`config.mk`:
```
export PLATFORM = sky130hd
export DESIGN_NAME = ysyx_25040111_mem_arbiter
export DESIGN_NICKNAME = d
export VERILOG_FILES = /design/src/rtl/ysyx_25040111_mem_arbiter_pkg.sv /design/src/rtl/ysyx_25040111_arb_watchdog.sv /design/src/rtl/ysyx_25040111_mem_arbiter.sv
export SDC_FILE = /design/constraint.sdc
export NUM_CORES = 1
export LEC_CHECK = 0
export BUFFER_PORTS_ARGS = -buffer_cell sky130_fd_sc_hd__buf_2
export CAP_MARGIN = 20
export CORE_AREA = 3 3 139 141
export DETAILED_ROUTE_END_ITERATION = 10
export DIE_AREA = 0 0 142 144
export GPL_TIMING_DRIVEN = 0
export PLACE_DENSITY_LB_ADDON = 0.2
export SYNTH_ARGS = -nofsm -noshare
export SYNTH_HDL_FRONTEND = slang
export SYNTH_SLANG_ARGS = --single-unit
```
`constraint.sdc`:
```
create_clock -name clock -period 2.5 [get_ports clock]
set_input_delay 0.5 -clock clock [delete_from_list [all_inputs] [get_ports clock]]
set_output_delay 0.5 -clock clock [all_outputs]
set_load 0.05 [all_outputs]
```
`src/rtl/ysyx_25040111_mem_arbiter_pkg.sv`:
```
// Shared definitions for the ysyx_25040111 memory arbiter: grant states, size
// codes and the round-robin winner selection used in IDLE.
package ysyx_25040111_mem_arbiter_pkg;

    typedef enum logic [1:0] {
        ARB_IDLE   = 2'd0,
        ARB_GNT_I  = 2'd1,
        ARB_GNT_LR = 2'd2,
        ARB_GNT_LW = 2'd3
    } arb_state_e;

    typedef enum logic {
        OWN_M0 = 1'b0,
        OWN_M1 = 1'b1
    } arb_owner_e;

    localparam logic [1:0] SZ_B = 2'b00;
    localparam logic [1:0] SZ_H = 2'b01;
    localparam logic [1:0] SZ_W = 2'b11;

    // On a tie the requester that did not hold the last grant wins; inside the
    // LSU a pending write goes ahead of a pending read.
    function automatic arb_state_e arb_next_grant(
        input logic       m0Req,
        input logic       m1Rd,
        input logic       m1Wr,
        input arb_owner_e last
    );
        logic m1Req;
        m1Req = m1Rd | m1Wr;
        if (m0Req && (!m1Req || last == OWN_M1)) return ARB_GNT_I;
        if (m1Wr) return ARB_GNT_LW;
        if (m1Rd) return ARB_GNT_LR;
        return ARB_IDLE;
    endfunction

endpackage

```
`src/rtl/ysyx_25040111_arb_watchdog.sv`:
```
// No-response watchdog: counts enabled cycles since the last clear and flags
// expiry once LIMIT idle cycles have elapsed. LIMIT of 0 disables it.
module ysyx_25040111_arb_watchdog #(
    parameter int unsigned LIMIT = 1023,
    parameter int unsigned CNT_W = 10
) (
    input  logic clock,
    input  logic reset,
    input  logic enable_i,
    input  logic clear_i,
    output logic expire_o
);

    localparam logic [CNT_W-1:0] LIMIT_C = CNT_W'(LIMIT);
    localparam bit               ACTIVE  = (LIMIT != 0);

    logic [CNT_W-1:0] cnt_q, cnt_d;
    logic             atLimit;

    // A beat arriving in the same cycle counts as a response, so clear wins.
    always_comb begin
        atLimit  = (cnt_q == LIMIT_C);
        expire_o = ACTIVE && enable_i && !clear_i && atLimit;
        cnt_d    = cnt_q;
        if (!enable_i || clear_i) begin
            cnt_d = '0;
        end else if (!atLimit) begin
            cnt_d = cnt_q + CNT_W'(1);
        end
    end

    always_ff @(posedge clock) begin
        if (reset) begin
            cnt_q <= '0;
        end else begin
            cnt_q <= cnt_d;
        end
    end

endmodule

```
`src/rtl/ysyx_25040111_mem_arbiter.sv`:
```
// Two-master arbiter sharing the downstream memory port between the icache
// refill path (M0, bursts) and the LSU (M1, single beats), round-robin fair.
module ysyx_25040111_mem_arbiter
    import ysyx_25040111_mem_arbiter_pkg::*;
#(
    parameter int unsigned TIMEOUT = 1023,
    parameter int unsigned CNT_W   = 10
) (
    input  logic        clock,
    input  logic        reset,

    input  logic        m0_rvalid,
    input  logic [31:0] m0_raddr,
    input  logic [7:0]  m0_rlen,
    input  logic        m0_burst,
    output logic        m0_rready,
    output logic [31:0] m0_rdata,
    output logic        m0_rlast,
    output logic        m0_err,

    input  logic        m1_rvalid,
    input  logic [31:0] m1_raddr,
    input  logic [1:0]  m1_rmask,
    output logic        m1_rready,
    output logic [31:0] m1_rdata,
    input  logic        m1_wvalid,
    input  logic [31:0] m1_waddr,
    input  logic [31:0] m1_wdata,
    input  logic [1:0]  m1_wmask,
    output logic        m1_wready,
    output logic        m1_err,

    output logic        s_rvalid,
    output logic [31:0] s_raddr,
    output logic [7:0]  s_rlen,
    output logic        s_burst,
    output logic [1:0]  s_rmask,
    input  logic        s_rready,
    input  logic [31:0] s_rdata,
    output logic        s_wvalid,
    output logic [31:0] s_waddr,
    output logic [31:0] s_wdata,
    output logic [1:0]  s_wmask,
    input  logic        s_wready
);

    arb_state_e state_q, state_d;
    arb_owner_e lastGrant_q, lastGrant_d;
    logic [7:0] beatCnt_q, beatCnt_d;
    logic       inGrant;
    logic       beat;
    logic       expire;
    logic       respOk;

    assign inGrant = (state_q != ARB_IDLE);
    assign beat    = ((state_q == ARB_GNT_I || state_q == ARB_GNT_LR) && s_rready)
                   || (state_q == ARB_GNT_LW && s_wready);
    assign respOk  = !expire && !reset;

    ysyx_25040111_arb_watchdog #(
        .LIMIT (TIMEOUT),
        .CNT_W (CNT_W)
    ) u_watchdog (
        .clock    (clock),
        .reset    (reset),
        .enable_i (inGrant),
        .clear_i  (beat),
        .expire_o (expire)
    );

    // Every grant falls back to IDLE, which guarantees the one-cycle bubble
    // between consecutive grants and lets IDLE re-arbitrate.
    always_comb begin
        state_d     = state_q;
        lastGrant_d = lastGrant_q;
        beatCnt_d   = beatCnt_q;
        case (state_q)
            ARB_IDLE: begin
                state_d = arb_next_grant(m0_rvalid, m1_rvalid, m1_wvalid, lastGrant_q);
                if (state_d == ARB_GNT_I) begin
                    lastGrant_d = OWN_M0;
                    beatCnt_d   = m0_rlen;
                end else if (state_d != ARB_IDLE) begin
                    lastGrant_d = OWN_M1;
                end
            end
            ARB_GNT_I: begin
                if (expire) begin
                    state_d = ARB_IDLE;
                end else if (s_rready) begin
                    if (beatCnt_q == 8'd0) begin
                        state_d = ARB_IDLE;
                    end else begin
                        beatCnt_d = beatCnt_q - 8'd1;
                    end
                end
            end
            ARB_GNT_LR: begin
                if (expire || s_rready) state_d = ARB_IDLE;
            end
            ARB_GNT_LW: begin
                if (expire || s_wready) state_d = ARB_IDLE;
            end
            default: state_d = ARB_IDLE;
        endcase
    end

    // Only the grantee sees the downstream port; everything else reads zero.
    always_comb begin
        s_rvalid  = 1'b0;
        s_raddr   = '0;
        s_rlen    = '0;
        s_burst   = 1'b0;
        s_rmask   = '0;
        s_wvalid  = 1'b0;
        s_waddr   = '0;
        s_wdata   = '0;
        s_wmask   = '0;
        m0_rready = 1'b0;
        m0_rdata  = '0;
        m0_rlast  = 1'b0;
        m0_err    = 1'b0;
        m1_rready = 1'b0;
        m1_rdata  = '0;
        m1_wready = 1'b0;
        m1_err    = 1'b0;
        case (state_q)
            ARB_GNT_I: begin
                s_rvalid  = 1'b1;
                s_raddr   = m0_raddr;
                s_rlen    = m0_rlen;
                s_burst   = m0_burst;
                s_rmask   = SZ_W;
                m0_rready = s_rready && respOk;
                m0_rdata  = s_rdata;
                m0_rlast  = m0_rready && (beatCnt_q == 8'd0);
                m0_err    = expire && !reset;
            end
            ARB_GNT_LR: begin
                s_rvalid  = 1'b1;
                s_raddr   = m1_raddr;
                s_rmask   = m1_rmask;
                m1_rready = s_rready && respOk;
                m1_rdata  = s_rdata;
                m1_err    = expire && !reset;
            end
            ARB_GNT_LW: begin
                s_wvalid  = 1'b1;
                s_waddr   = m1_waddr;
                s_wdata   = m1_wdata;
                s_wmask   = m1_wmask;
                m1_wready = s_wready && respOk;
                m1_err    = expire && !reset;
            end
            default: ;
        endcase
    end

    always_ff @(posedge clock) begin
        if (reset) begin
            state_q     <= ARB_IDLE;
            lastGrant_q <= OWN_M1;
            beatCnt_q   <= '0;
        end else begin
            state_q     <= state_d;
            lastGrant_q <= lastGrant_d;
            beatCnt_q   <= beatCnt_d;
        end
    end

endmodule

```
# Yosys cells after proc, flatten, opt, wreduce, memory -nomap -nowiden

Index checks and enable logic that the tools add are counted.

Flip-flop bits (word level): 21
Input bits: 180
Output and inout bits: 181
Logic and storage cells: 99

Add/sub/neg operators: 2
Equality and inequality tests: 13
Muxes and demuxes: 46
Bitwise gates (word level): 1
Reduce and logical (&&, ||, !) cells: 33

Operators by type and width:

| kind                    | count |
|---|---|
| $mux W32                | 4 |
| $pmux W32 S2            | 1 |
| $mux W8                 | 5 |
| $mux W2                 | 13 |
| $mux W1                 | 20 |
| $pmux W8 S2             | 1 |
| $add A10 B1 Y10 const B | 1 |
| $eq A10 B10 Y1 const B  | 1 |
| $logic_and A1 B1 Y1     | 10 |
| $logic_not A8 Y1        | 1 |
| $ne A2 B2 Y1 const B    | 4 |
| $pmux W2 S4             | 1 |
| $reduce_bool A2 Y1      | 4 |
| $sub A8 B1 Y8 const B   | 1 |
| $logic_or A1 B1 Y1      | 6 |
| $reduce_or A2 Y1        | 3 |
| $logic_not A1 Y1        | 5 |
| $reduce_and A5 Y1       | 1 |
| $eq A2 B1 Y1 const B    | 2 |
| $eq A2 B2 Y1 const B    | 2 |
| $ne A2 B1 Y1 const B    | 2 |
| $pmux W2 S2             | 1 |
| $reduce_and A4 Y1       | 1 |
| $ne A3 B2 Y1 const B    | 1 |
| 4 further kinds         | 4 |

# Depth between registers and ports, before layout

Gate-level depths: netlist (run 1).

Word-level depth: 18
Depth in mapped cells: 8
Gate-level depth less buffers: 6

# Hierarchy

From an unflattened synthesis (run 1), not the netlist that was laid out.

Cell total of the unflattened synthesis: 408
Area total of the unflattened synthesis: 2887.8 um^2

By module, submodules not included:

| module                     | times used | cells each | area each (um^2) | seq. area each (um^2) |
|---|---|---|---|---|
| ysyx_25040111_mem_arbiter  | 1          | 344        | 2347.3           | 220.2 |
| ysyx_25040111_arb_watchdog | 1          | 64         | 540.5            | 200.2 |

# Worst setup path after synthesis (run 1)

No wires, ideal clock.

Path kind: reg-to-output
From: reg state_q[0]
To: out m0_rlast
Arrival: 3.739 ns
Data required time: 2.000 ns
Slack: -1.739 ns
Stages on the path, launching flop included: 8
Buffers on the path: 1
Path through: dfxtp_1 inv_1 ha_1 a221o_1 or4_1 buf_2 and4_1 nor4b_1

Word-level cells in the longest chain between the ends: 12
Elaborated cells on any way between the ends: 16
Classes of those cells: 3 x eq/ne; 1 x mux; 12 x reduce/logical

Ends and longest elaborated chain:

| element                                      | line                                                              | text |
|---|---|---|
| from (decl)                                  | ysyx_25040111_mem_arbiter.sv:47                                   | `arb_state_e state_q, state_d;` |
| from (signal assigned)                       | ysyx_25040111_mem_arbiter.sv:165                                  | `state_q <= state_d;` |
| $eq A2 B1 Y1 or $eq A2 B2 Y1 (tied branches) | ysyx_25040111_mem_arbiter.sv:56, ysyx_25040111_mem_arbiter.sv:127 |  |
| $logic_or A1 B1 Y1                           | ysyx_25040111_mem_arbiter.sv:56                                   | `assign beat = ((state_q == ARB_GNT_I \|\| state_q == ARB_GNT_LR) && s_rready)` |
| $logic_and A1 B1 Y1                          | ysyx_25040111_mem_arbiter.sv:56                                   |  |
| $logic_or A1 B1 Y1                           | ysyx_25040111_mem_arbiter.sv:57                                   | `\|\| (state_q == ARB_GNT_LW && s_wready);` |
| $logic_not A1 Y1                             | ysyx_25040111_arb_watchdog.sv:23                                  | `expire_o = ACTIVE && enable_i && !clear_i && atLimit;` |
| $logic_and A1 B1 Y1 (2 in series)            | ysyx_25040111_arb_watchdog.sv:23                                  |  |
| $logic_not A1 Y1                             | ysyx_25040111_mem_arbiter.sv:58                                   | `assign respOk = !expire && !reset;` |
| $logic_and A1 B1 Y1                          | ysyx_25040111_mem_arbiter.sv:58                                   |  |
| $logic_and A1 B1 Y1                          | ysyx_25040111_mem_arbiter.sv:134                                  | `m0_rready = s_rready && respOk;` |
| $logic_and A1 B1 Y1                          | ysyx_25040111_mem_arbiter.sv:136                                  | `m0_rlast = m0_rready && (beatCnt_q == 8'd0);` |
| $mux W1 (*)                                  | ysyx_25040111_mem_arbiter.sv:127                                  | `case (state_q)` |
| to (decl)                                    | ysyx_25040111_mem_arbiter.sv:18                                   | `output logic m0_rlast,` |

Mark *: on every way between the ends. The rest lies on a longest branch, timed or not.

# Worst setup path in the final report (run 1)

Same ends and word-level chain as after synthesis.

==> results of run 1 <==
[power by group]
part	internal (mW)	total (mW)	switching, mW
clock	0.215	0.348	0.133
combinational	1.61	4.79	3.19
sequential	0.437	0.564	0.127
total	2.26	5.71	3.45
[Yosys cell counts, types with 2 or more instances]
master,n
sky130_fd_sc_hd__and2_1,141
sky130_fd_sc_hd__nor2b_1,34
sky130_fd_sc_hd__a22oi_1,32
sky130_fd_sc_hd__clkbuf_1,29
sky130_fd_sc_hd__dfxtp_1,21
sky130_fd_sc_hd__nor2_1,19
sky130_fd_sc_hd__nand2_1,15
sky130_fd_sc_hd__inv_1,9
sky130_fd_sc_hd__ha_1,8
sky130_fd_sc_hd__mux2i_1,8
sky130_fd_sc_hd__nor3_1,7
sky130_fd_sc_hd__a21oi_1,5
sky130_fd_sc_hd__a31oi_1,5
sky130_fd_sc_hd__and4_1,5
sky130_fd_sc_hd__nand2b_1,5
sky130_fd_sc_hd__o21ai_0,5
sky130_fd_sc_hd__xor2_1,4
sky130_fd_sc_hd__a311o_1,3
sky130_fd_sc_hd__and3_1,3
sky130_fd_sc_hd__clkbuf_8,3
sky130_fd_sc_hd__nand4_1,3
sky130_fd_sc_hd__o211ai_1,3
sky130_fd_sc_hd__or3_1,3
sky130_fd_sc_hd__or4_1,3
sky130_fd_sc_hd__a41o_1,2
sky130_fd_sc_hd__buf_2,2
sky130_fd_sc_hd__mux2_2,2
sky130_fd_sc_hd__nand3_1,2
sky130_fd_sc_hd__o31ai_1,2
sky130_fd_sc_hd__xnor2_1,2
[per-stage QoR]
step	TNS (ps)	utilization, %	power [mW]	cells	hold slack (ps)
after floorplan	-111	-	3.96	401	451
after global placement	-5910	27.6	5.12	990	476
after detailed placement	-5180	27.6	5.10	990	484
after CTS	-3930	28.9	5.62	998	496
after global routing	-1130	29.9	6.08	1000	523
final	-495	29.9	5.71	1000	489
[cell type report]
| cell class | count | area (µm²) |
|---|---|---|
| fillers | 2025 | 12700 |
| multi-input cells | 337 | 2310 |
| repair buffers | 367 | 2050 |
| flip-flops and latches | 21 | 425 |
| well taps | 229 | 287 |
| plain buffers | 32 | 209 |
| clock buffers | 3 | 75.1 |
| inverters | 9 | 36.3 |
| clock inverters | 1 | 5.00 |
| diodes | 1 | 2.50 |
[kinds of logic (layout without fill, tap and decap cells)]
group,Yosys count,count (layout),share of synthesized area (%)
simple gates,245,245,51.5
compound gates,68,68,17.9
buf+inv,43,412,6.83
flops,21,21,14.8
mux,10,10,3.61
fa+ha+maj,8,8,3.53
xor+xnor,6,6,1.85
other cells,0,1,0
[state kept, by name (all words and copies together), names as in the netlist]
| register | cells |
|---|---|
| lastGrant_q | 1 |
| u_watchdog.cnt_q | 10 |
| state_q | 2 |
| beatCnt_q | 8 |
[worst paths after layout]
path	end	slack (ps)
max	m0_rlast	-210
min	beatCnt_q[5]	490
min reg2reg	beatCnt_q[5]	490
max reg2reg	beatCnt_q[4]	400
[per-layer routing]
metal	global-route usage, %	vias up	wire length (µm)
li1	-	2103	-
met1	18.0	1872	6970
met2	25.0	137	8470
met3	2.02	2	838
met4	1.52	0	23
met5	0	-	0
[tightest hold or removal path, cell delays in order (launching register included)]
cell and delay, ps:
sky130_fd_sc_hd__dfxtp_1 330, sky130_fd_sc_hd__nand2_1 60, sky130_fd_sc_hd__mux2i_1 50
[what timing repair did]
item,in CTS,in global routing
gates resized for setup,54,78
endpoints found under the setup margin,122,109
setup buffers,6,1
pin swaps,2,0
==> impl_metrics.prom, run 1 <==
# TYPE chip_impl_metric gauge
chip_impl_info{name="result_of_the_run",value="finished with violations"} 1
chip_impl_info{name="violations_in_the_final_reports",value="setup timing"} 1
chip_impl_metric{name="clk_path_buf_depth",unit=""} 2
chip_impl_metric{name="path_clk_slew",unit="ps"} 60
chip_impl_info{name="crit_type",value="register to output port"} 1
chip_impl_metric{name="layout_min_cycle_time",unit="ps"} 2710
chip_impl_metric{name="min_period_over_period",unit="%"} 108
chip_impl_metric{name="placementRows",unit=""} 49
chip_impl_metric{name="boundaryPins",unit=""} 361
chip_impl_metric{name="floorplan.core_area",unit="µm²"} 18100
chip_impl_metric{name="initial_antenna_violation_count",unit=""} 1
chip_impl_metric{name="max_freq",unit="MHz"} 370
chip_impl_metric{name="final_max_slew_viol_count",unit=""} 0
chip_impl_metric{name="worstHoldPathCells",unit=""} 2
chip_impl_metric{name="number_of_global_route_vias_before_repair",unit=""} 3808
chip_impl_metric{name="synth-seq-cells",unit=""} 21
chip_impl_metric{name="chipWidth",unit="µm"} 142
chip_impl_metric{name="dr_total_vias",unit=""} 4114
chip_impl_metric{name="ant_nets",unit=""} 0
chip_impl_metric{name="worst_clock_skew",unit="ps"} 6.71
chip_impl_metric{name="worst-endpoint-required",unit="ps"} 2000
chip_impl_metric{name="cts-hold-fix-buffers",unit=""} 0
chip_impl_metric{name="power_density",unit="nW/µm²"} 1060
chip_impl_metric{name="insertion_delay",unit="ps"} 260
chip_impl_info{name="mostFrequentLayoutCells",value="sky130_fd_sc_hd__buf_2, sky130_fd_sc_hd__and2_1, sky130_fd_sc_hd__buf_4, sky130_fd_sc_hd__clkbuf_4, sky130_fd_sc_hd__nor2b_1"} 1
chip_impl_metric{name="floorplan.initialDensity",unit="%"} 15.7
chip_impl_info{name="grt_setup_unrepaired",value="true"} 1
chip_impl_info{name="critical_path_cell_by_cell",value="inv_4 -> ha_4 -> a221o_1 -> or4_4 -> and4_4 -> nor4b_4 -> buf_6"} 1
chip_impl_metric{name="h-tree-depth",unit=""} 1
chip_impl_metric{name="dpl.hpwl",unit="mm"} 13.7
chip_impl_metric{name="post_placement_worst_setup_slack",unit="ps"} -234
chip_impl_metric{name="design_area",unit="µm²"} 5400
chip_impl_info{name="worst_setup_path_start_kind",value="register"} 1
chip_impl_metric{name="path_buf_inv",unit=""} 2
chip_impl_metric{name="clkSinkCount",unit=""} 21
chip_impl_metric{name="grt_remaining_overflow",unit=""} 0
chip_impl_info{name="hold_path_startpoint",value="beatCnt_q[5]"} 1
chip_impl_metric{name="timing.final.ws_setup",unit="ps"} -206
chip_impl_metric{name="grt_util_all_layers",unit="%"} 13.8
chip_impl_info{name="critical_path.top_delay_family",value="simple AND/OR/NAND/NOR gates"} 1
chip_impl_info{name="r2r-start",value="state_q[0]"} 1
chip_impl_info{name="postSynth.topFlopCell",value="sky130_fd_sc_hd__dfxtp_1"} 1
chip_impl_metric{name="crit_path_max_incr_delay",unit="ps"} 450
chip_impl_metric{name="gp_congestion",unit=""} 0.837
chip_impl_metric{name="via_per_inst",unit=""} 4.11
chip_impl_info{name="synth_area_leaders",value="sky130_fd_sc_hd__and2_1, sky130_fd_sc_hd__dfxtp_1, sky130_fd_sc_hd__a22oi_1"} 1
chip_impl_metric{name="drt_drc_violations_left",unit=""} 0
chip_impl_info{name="mostFrequentLayoutCell",value="sky130_fd_sc_hd__buf_2"} 1
chip_impl_metric{name="finish.net_count",unit=""} 959
chip_impl_metric{name="wire_per_inst",unit="µm"} 16.3
chip_impl_metric{name="grt_pass1_wl",unit="mm"} 22.5
chip_impl_metric{name="slew_headroom",unit="%"} 76.3
chip_impl_metric{name="crit_cells",unit=""} 7
chip_impl_metric{name="synth_cells",unit=""} 401
chip_impl_info{name="cts_tree",value="done"} 1
chip_impl_metric{name="synth_top_area_share",unit="%"} 31.1
chip_impl_metric{name="post_synth_num_cell_types",unit=""} 46
chip_impl_metric{name="ff2ff_path_depth",unit=""} 7
chip_impl_info{name="post-synth-top-area-cell",value="sky130_fd_sc_hd__and2_1"} 1
chip_impl_metric{name="postSynth.asyncResetShare",unit="%"} 0
chip_impl_metric{name="firstDrtPassIters",unit=""} 4
chip_impl_metric{name="chipHeight",unit="µm"} 144
chip_impl_metric{name="timing_worst_slew_pin_value",unit="ps"} 355
chip_impl_metric{name="post_synth_instance_area",unit="µm²"} 2840
chip_impl_metric{name="worst_ep_arrival_time",unit="ps"} 2210
chip_impl_info{name="critPathLaunch",value="state_q[0]"} 1
chip_impl_metric{name="drtIter0Drc",unit=""} 122
chip_impl_metric{name="die_area",unit="µm²"} 20400
chip_impl_metric{name="synth.yosys.warnings",unit=""} 0
chip_impl_metric{name="layout-drive-gt1-share",unit="%"} 53.8
chip_impl_metric{name="worst_ir_drop_vdd",unit="mV"} 0.343
chip_impl_metric{name="growth_of_design_area_from_synthesis_to_finish",unit="%"} 90.2
chip_impl_metric{name="synth_fp_nets",unit=""} 589
chip_impl_metric{name="maximum_number_of_pins_on_one_net_before_global_route_repair",unit=""} 13
chip_impl_metric{name="power_leakage",unit="nW"} 2.96
chip_impl_metric{name="setup_viol_count_final",unit=""} 3
chip_impl_metric{name="cp_max_fanout",unit=""} 4
chip_impl_metric{name="synth_edf_count",unit=""} 0
chip_impl_metric{name="postSynthAreaPerCell",unit="µm²"} 7.08
chip_impl_metric{name="max_cap_viol_count",unit=""} 0
chip_impl_metric{name="placed_area",unit="µm²"} 4990
chip_impl_info{name="cts-root-buf",value="sky130_fd_sc_hd__clkbuf_16"} 1
chip_impl_metric{name="timing_hold_violations_final",unit=""} 0
chip_impl_info{name="slowest_stage_cell_on_the_critical_path",value="sky130_fd_sc_hd__or4_4"} 1
chip_impl_metric{name="synth_sequential_area_ratio",unit="%"} 14.8
chip_impl_info{name="hp_class",value="register to register"} 1
chip_impl_metric{name="portBuffers",unit=""} 360
chip_impl_metric{name="routed_wirelength",unit="mm"} 16.3
chip_impl_metric{name="cts_inserted_buffers",unit=""} 3
chip_impl_info{name="crit_path_end_kind",value="output port"} 1
Note: power is estimated with default switching activity, not from simulation.
==> inputs of run 2 (changes only) <==
clock period = 3.2 ns   (was 2.5 ns; I/O delays follow)
==> run 2 against run 1 <==
Effect of this change:
- count of clock-buffer cells in the layout did not move
- highest routed layer is now met5
- worst hold slack improved by 3.5 ps
- the run now ends clean
- first-iteration DRC count rose by 60%
- cell count fell by 0.40%
==> impl_metrics.prom, run 2 (synthesis results as in run 1) <==
# TYPE chip_impl_metric gauge
chip_impl_info{name="grt_setup_unrepaired",value="false"} 1
chip_impl_metric{name="chipWidth",unit="µm"} 142
chip_impl_metric{name="swShare",unit="%"} 62.7
chip_impl_info{name="biggestRegsByFlops",value="u_watchdog.cnt_q: 10 flops, beatCnt_q: 8 flops, state_q: 2 flops"} 1
chip_impl_metric{name="via_per_inst",unit=""} 4.06
chip_impl_metric{name="setup_viol_count_final",unit=""} 0
chip_impl_info{name="crit_path_end_kind",value="output port"} 1
chip_impl_info{name="cts_tree",value="done"} 1
chip_impl_metric{name="maximum_number_of_pins_on_one_net_before_global_route_repair",unit=""} 14
chip_impl_metric{name="power",unit="mW"} 4.23
chip_impl_info{name="mostFrequentLayoutCells",value="sky130_fd_sc_hd__buf_2, sky130_fd_sc_hd__and2_1, sky130_fd_sc_hd__nor2b_1"} 1
chip_impl_metric{name="number_of_global_route_vias_before_repair",unit=""} 3751
chip_impl_metric{name="power_dissipated_by_switching_net_loads",unit="mW"} 2.65
chip_impl_metric{name="insertion_delay",unit="ps"} 260
chip_impl_metric{name="chipHeight",unit="µm"} 144
chip_impl_metric{name="final-instance-count-excl-fill",unit=""} 996
chip_impl_metric{name="layout_min_cycle_time",unit="ps"} 3050
chip_impl_metric{name="cts_inserted_buffers",unit=""} 3
chip_impl_info{name="regMostFlops",value="u_watchdog.cnt_q"} 1
chip_impl_metric{name="flip_flop_count_of_the_largest_register_after_layout",unit=""} 10
chip_impl_metric{name="growth_of_design_area_from_synthesis_to_finish",unit="%"} 78.6
chip_impl_metric{name="grt_util_all_layers",unit="%"} 14.0
chip_impl_metric{name="place.detailed.instances",unit=""} 990
chip_impl_info{name="result_of_the_run",value="finished, final reports clean"} 1
chip_impl_info{name="hp_class",value="register to register"} 1
chip_impl_metric{name="firstDrtPassIters",unit=""} 4
chip_impl_metric{name="initial_antenna_violation_count",unit=""} 2
chip_impl_metric{name="ff2ff_path_depth",unit=""} 7
chip_impl_info{name="mostFrequentLayoutCell",value="sky130_fd_sc_hd__buf_2"} 1
chip_impl_metric{name="timing_worst_slew_pin_value",unit="ps"} 606
chip_impl_metric{name="path_clk_slew",unit="ps"} 60
chip_impl_metric{name="die_area",unit="µm²"} 20400
chip_impl_metric{name="floorplan.initialDensity",unit="%"} 15.7
chip_impl_metric{name="h-tree-depth",unit=""} 1
chip_impl_info{name="crit_type",value="register to output port"} 1
chip_impl_info{name="worst_setup_path_start_kind",value="register"} 1
chip_impl_metric{name="pwr-share-comb",unit="%"} 83.2
chip_impl_metric{name="slew_headroom",unit="%"} 59.6
chip_impl_metric{name="grt_pass1_wl",unit="mm"} 22.5
chip_impl_metric{name="routed_wirelength",unit="mm"} 16.1
chip_impl_metric{name="power_leakage",unit="nW"} 2.86
chip_impl_info{name="hold_path_startpoint",value="beatCnt_q[5]"} 1
chip_impl_metric{name="power_density",unit="nW/µm²"} 834
chip_impl_metric{name="worst_clock_skew",unit="ps"} 4.52
chip_impl_metric{name="layout-drive-gt1-share",unit="%"} 50.7
chip_impl_info{name="critPathLaunch",value="state_q[0]"} 1
chip_impl_metric{name="setup.reg_to_reg.worst_slack",unit="ps"} 1070
chip_impl_metric{name="wire_per_inst",unit="µm"} 16.2
chip_impl_metric{name="p_clk_share",unit="%"} 6.6
chip_impl_metric{name="grt_remaining_overflow",unit=""} 0
chip_impl_metric{name="design_area",unit="µm²"} 5070
chip_impl_metric{name="ant_nets",unit=""} 0
chip_impl_metric{name="placed_area",unit="µm²"} 4950
chip_impl_metric{name="portion_of_total_power_attributed_to_sequential_cells",unit="%"} 10.2
chip_impl_metric{name="timing_hold_violations_final",unit=""} 0
chip_impl_metric{name="fillerInstances",unit=""} 2051
chip_impl_metric{name="final_max_slew_viol_count",unit=""} 0
chip_impl_metric{name="min_period_over_period",unit="%"} 95.4
chip_impl_info{name="rr_endpoint",value="state_q[1]"} 1
chip_impl_metric{name="worst_ep_arrival_time",unit="ps"} 2410
chip_impl_info{name="crit_end",value="m0_rlast"} 1
chip_impl_metric{name="cellInternalPower",unit="mW"} 1.58
chip_impl_metric{name="gp_congestion",unit=""} 0.882
chip_impl_metric{name="worst_ir_drop_vdd",unit="mV"} 0.272
chip_impl_metric{name="portBuffers",unit=""} 360
chip_impl_metric{name="worst-endpoint-required",unit="ps"} 2560
chip_impl_info{name="r2r-start",value="state_q[0]"} 1
chip_impl_metric{name="boundaryPins",unit=""} 361
chip_impl_metric{name="placementRows",unit=""} 49
chip_impl_metric{name="max_cap_viol_count",unit=""} 0
chip_impl_metric{name="drtIter0Drc",unit=""} 195
chip_impl_info{name="cts-root-buf",value="sky130_fd_sc_hd__clkbuf_16"} 1
chip_impl_metric{name="dr_total_vias",unit=""} 4046
chip_impl_metric{name="max_freq",unit="MHz"} 327
chip_impl_metric{name="floorplan.core_area",unit="µm²"} 18100
chip_impl_metric{name="drt_drc_violations_left",unit=""} 0
chip_impl_metric{name="dpl.hpwl",unit="mm"} 13.8
chip_impl_metric{name="clkSinkCount",unit=""} 21
chip_impl_metric{name="clk_path_buf_depth",unit=""} 2
chip_impl_metric{name="cts-hold-fix-buffers",unit=""} 0
chip_impl_metric{name="finish.net_count",unit=""} 955
chip_impl_metric{name="cp_max_fanout",unit=""} 6
[run 2: critical path: stages (launching register included)]
cell,delay (ps)
sky130_fd_sc_hd__dfxtp_2,370
sky130_fd_sc_hd__inv_2,70
sky130_fd_sc_hd__ha_1,250
sky130_fd_sc_hd__a221o_1,300
sky130_fd_sc_hd__or4_1,410
sky130_fd_sc_hd__buf_2,180
sky130_fd_sc_hd__and4_1,230
sky130_fd_sc_hd__nor4b_4,130
sky130_fd_sc_hd__buf_4,210
[run 2: layout make-up]
type                       instances  area (µm²)  share of cell area (%)
tap                              229         287                    5.65
antenna                            1        2.50                  0.0493
sequential                        21         423                    8.34
timing repair buffer             362        1820                    35.9
buffer                            33         159                    3.13
multi-input combinational        337        2260                    44.7
inverter                           9        33.8                   0.666
clock inverter                     1        7.51                   0.148
clock buffer                       3        75.1                    1.48
[run 2: what timing repair did]
action,4_1_cts,5_1_grt
endpoints found under the setup margin,7,38
resized for setup,5,6
pin swaps,0,1
setup buffers,0,2
[run 2: power by group through the flow]
stage / clock, mW / sequential, mW / combinational (mW)
floorplan: 0 / 0.406 / 2.65
global placement: 0 / 0.433 / 3.53
detailed placement: 0 / 0.432 / 3.51
CTS: 0.291 / 0.427 / 3.55
global route: 0.297 / 0.446 / 3.79
finish: 0.277 / 0.431 / 3.52
[run 2: worst min path at each step]
stage	endpoint	cells after the start	slack [ps]
after floorplan	beatCnt_q[7]	2	450
after global placement	beatCnt_q[7]	2	480
after detailed placement	beatCnt_q[5]	2	480
after CTS	beatCnt_q[5]	2	490
after global routing	beatCnt_q[4]	2	530
final	beatCnt_q[5]	2	490
[run 2: per-stage QoR]
step,setup TNS (ps),worst slack [ps],hold slack (ps),util [%]
after floorplan,-191,-191,451,-
after global placement,0,24.4,485,27.4
after detailed placement,-14.9,-14.9,485,27.4
after CTS,-7.31,-7.31,493,27.9
after global routing,0,24.0,527,28.0
final,0,146,493,28.0
[run 2: metal layers]
metal | share of wire, % | up-vias | wire (µm) | global-route usage, %
met5 | 0.056 | - | 9 | 0
met4 | 1.4 | 2 | 224 | 2.88
met3 | 5.9 | 17 | 948 | 2.18
met2 | 52 | 136 | 8310 | 25.2
met1 | 41 | 1803 | 6630 | 17.8
li1 | - | 2088 | - | -
==> inputs of run 3 (changes only) <==
BUFFER_PORTS_ARGS = -buffer_cell sky130_fd_sc_hd__clkbuf_2   (was -buffer_cell sky130_fd_sc_hd__buf_2)
==> run 3 against run 2 <==
Effect of this change:
- worst setup slack worse by 53 ps
- via count increased by 0.74%
- sequential power shrank 0.9%
- routed wire length decreased by 1.5%
- non-clock buffer count did not move
- sequential share of layout area decreased by 0.051 points
- register-to-register slack got worse by 80 ps
- worst hold slack improved by 1.4 ps
- combinational power is essentially flat
- critical path depth is the same
- clock power shrank 4%
- count of clock-buffer cells in the layout up 1
- largest power group unchanged
==> impl_metrics.prom, run 3 (synthesis results as in run 1) <==
# TYPE chip_impl_metric gauge
chip_impl_info{name="result_of_the_run",value="finished, final reports clean"} 1
chip_impl_metric{name="dr_total_vias",unit=""} 4076
chip_impl_metric{name="worst_clock_skew",unit="ps"} 1.33
chip_impl_metric{name="growth_of_design_area_from_synthesis_to_finish",unit="%"} 78.7
chip_impl_metric{name="design_area",unit="µm²"} 5070
chip_impl_metric{name="routed_wirelength",unit="mm"} 15.9
chip_impl_info{name="hp_class",value="register to register"} 1
chip_impl_metric{name="ff2ff_path_depth",unit=""} 7
chip_impl_info{name="mostFrequentLayoutCells",value="sky130_fd_sc_hd__clkbuf_2, sky130_fd_sc_hd__and2_1, sky130_fd_sc_hd__nor2b_1"} 1
chip_impl_metric{name="fillerInstances",unit=""} 2035
chip_impl_metric{name="final_max_slew_viol_count",unit=""} 0
chip_impl_metric{name="gp_congestion",unit=""} 0.900
chip_impl_metric{name="placed_area",unit="µm²"} 4950
chip_impl_metric{name="worst_ir_drop_vdd",unit="mV"} 0.239
chip_impl_metric{name="final.setup.tns",unit="ps"} 0
chip_impl_info{name="mostFrequentLayoutCell",value="sky130_fd_sc_hd__clkbuf_2"} 1
chip_impl_metric{name="floorplan.initialDensity",unit="%"} 15.7
chip_impl_metric{name="ant_nets",unit=""} 0
chip_impl_metric{name="number_of_global_route_vias_before_repair",unit=""} 3878
chip_impl_metric{name="power",unit="mW"} 4.22
chip_impl_metric{name="grt_remaining_overflow",unit=""} 0
chip_impl_metric{name="floorplan.core_area",unit="µm²"} 18100
chip_impl_metric{name="maximum_number_of_pins_on_one_net_before_global_route_repair",unit=""} 12
chip_impl_info{name="worst_setup_path_start_kind",value="register"} 1
chip_impl_metric{name="grt_util_all_layers",unit="%"} 13.8
chip_impl_metric{name="boundaryPins",unit=""} 361
chip_impl_metric{name="flip_flop_count_of_the_largest_register_after_layout",unit=""} 10
chip_impl_info{name="crit_path_end_kind",value="output port"} 1
chip_impl_info{name="crit_type",value="register to output port"} 1
chip_impl_metric{name="drt_drc_violations_left",unit=""} 0
chip_impl_metric{name="cp_max_fanout",unit=""} 6
chip_impl_metric{name="slew_headroom",unit="%"} 60.7
chip_impl_metric{name="insertion_delay",unit="ps"} 250
chip_impl_info{name="biggestRegsByFlops",value="u_watchdog.cnt_q: 10 flops, beatCnt_q: 8 flops, state_q: 2 flops"} 1
chip_impl_metric{name="layout_min_cycle_time",unit="ps"} 3110
chip_impl_info{name="cts_tree",value="done"} 1
chip_impl_metric{name="cts_inserted_buffers",unit=""} 3
chip_impl_metric{name="worst-endpoint-required",unit="ps"} 2560
chip_impl_metric{name="die_area",unit="µm²"} 20400
chip_impl_metric{name="final-instance-count-excl-fill",unit=""} 996
chip_impl_metric{name="max_freq",unit="MHz"} 322
chip_impl_metric{name="postLayoutCoreUtil",unit="%"} 28.0
chip_impl_metric{name="setup_viol_count_final",unit=""} 0
chip_impl_metric{name="place.detailed.instances",unit=""} 990
chip_impl_metric{name="chipHeight",unit="µm"} 144
chip_impl_info{name="grt_setup_unrepaired",value="false"} 1
chip_impl_metric{name="timing_worst_slew_pin_value",unit="ps"} 589
chip_impl_metric{name="h-tree-depth",unit=""} 1
chip_impl_metric{name="worstHoldPathCells",unit=""} 2
chip_impl_metric{name="max_cap_viol_count",unit=""} 0
chip_impl_info{name="regMostFlops",value="u_watchdog.cnt_q"} 1
chip_impl_metric{name="dpl.hpwl",unit="mm"} 13.8
chip_impl_metric{name="clk_path_buf_depth",unit=""} 2
chip_impl_metric{name="portBuffers",unit=""} 360
chip_impl_metric{name="worst_ep_arrival_time",unit="ps"} 2470
chip_impl_metric{name="chipWidth",unit="µm"} 142
chip_impl_metric{name="clkSinkCount",unit=""} 21
chip_impl_metric{name="power_leakage",unit="nW"} 2.75
chip_impl_metric{name="wire_per_inst",unit="µm"} 15.9
chip_impl_metric{name="layout-drive-gt1-share",unit="%"} 50.3
chip_impl_info{name="cts-root-buf",value="sky130_fd_sc_hd__clkbuf_16"} 1
chip_impl_metric{name="finish.net_count",unit=""} 955
chip_impl_metric{name="drtIter0Drc",unit=""} 195
chip_impl_metric{name="initial_antenna_violation_count",unit=""} 1
chip_impl_metric{name="timing_hold_violations_final",unit=""} 0
chip_impl_metric{name="firstDrtPassIters",unit=""} 4
chip_impl_metric{name="path_clk_slew",unit="ps"} 60
chip_impl_metric{name="grt_pass1_wl",unit="mm"} 22.3
chip_impl_metric{name="min_period_over_period",unit="%"} 97.1
chip_impl_metric{name="power_density",unit="nW/µm²"} 832
chip_impl_metric{name="placementRows",unit=""} 49
chip_impl_metric{name="via_per_inst",unit=""} 4.09
## run 3: where the power goes
group	internal (mW)	switching [mW]	leakage (nW)	total (mW)
Clock	0.170	0.0977	0.0382	0.267
Sequential	0.337	0.0900	0.171	0.427
Combinational	1.06	2.47	2.54	3.53
## run 3: per-stage QoR
stage          worst slack (ps)  hold WS (ps)
2_1_floorplan              -191           451
3_3_place_gp              -9.36           482
3_5_place_dp              -49.0           488
4_1_cts                   0.389           497
5_1_grt                    9.61           510
6_report                   93.0           494
## run 3: layout make-up
cell class                 count  area (µm²)  share of cell area [%]
multi-input combinational    337        2260                    44.6
timing repair buffer         362        1830                    36.0
sequential                    21         420                    8.29
tap                          229         287                    5.65
buffer                        33         160                    3.16
clock buffer                   4        78.8                    1.55
inverter                       9        33.8                   0.666
antenna                        1        2.50                  0.0493
## run 3: worst max-delay path, cell delays in order (launching register included)
cell and delay, ps:
sky130_fd_sc_hd__dfxtp_1 400, sky130_fd_sc_hd__inv_2 90, sky130_fd_sc_hd__ha_4 250, sky130_fd_sc_hd__a221o_1 330, sky130_fd_sc_hd__or4_1 400, sky130_fd_sc_hd__buf_2 170
sky130_fd_sc_hd__and4_1 230, sky130_fd_sc_hd__nor4b_4 140, sky130_fd_sc_hd__clkbuf_8 190
## run 3: per-layer routing
metal	wire (µm)	global-route usage, %
met2	8150	24.9
met5	0	0
met4	174	2.17
met3	735	1.72
met1	6820	17.9
## run 3: worst paths after layout
kind / start / to / slack [ps]
worst max register to register: state_q[0] / state_q[1] / 990
worst min-delay path: beatCnt_q[5] / beatCnt_q[5] / 490
worst min register to register: beatCnt_q[5] / beatCnt_q[5] / 490
worst max-delay path: state_q[0] / m0_rlast / 90
## run 3: repair_timing
action                                  4_1_cts  5_1_grt
pin swaps                                     1        1
endpoints found under the setup margin        7       40
setup buffers                                 0        2
resized for setup                             5        6
hold buffers                                  0        0
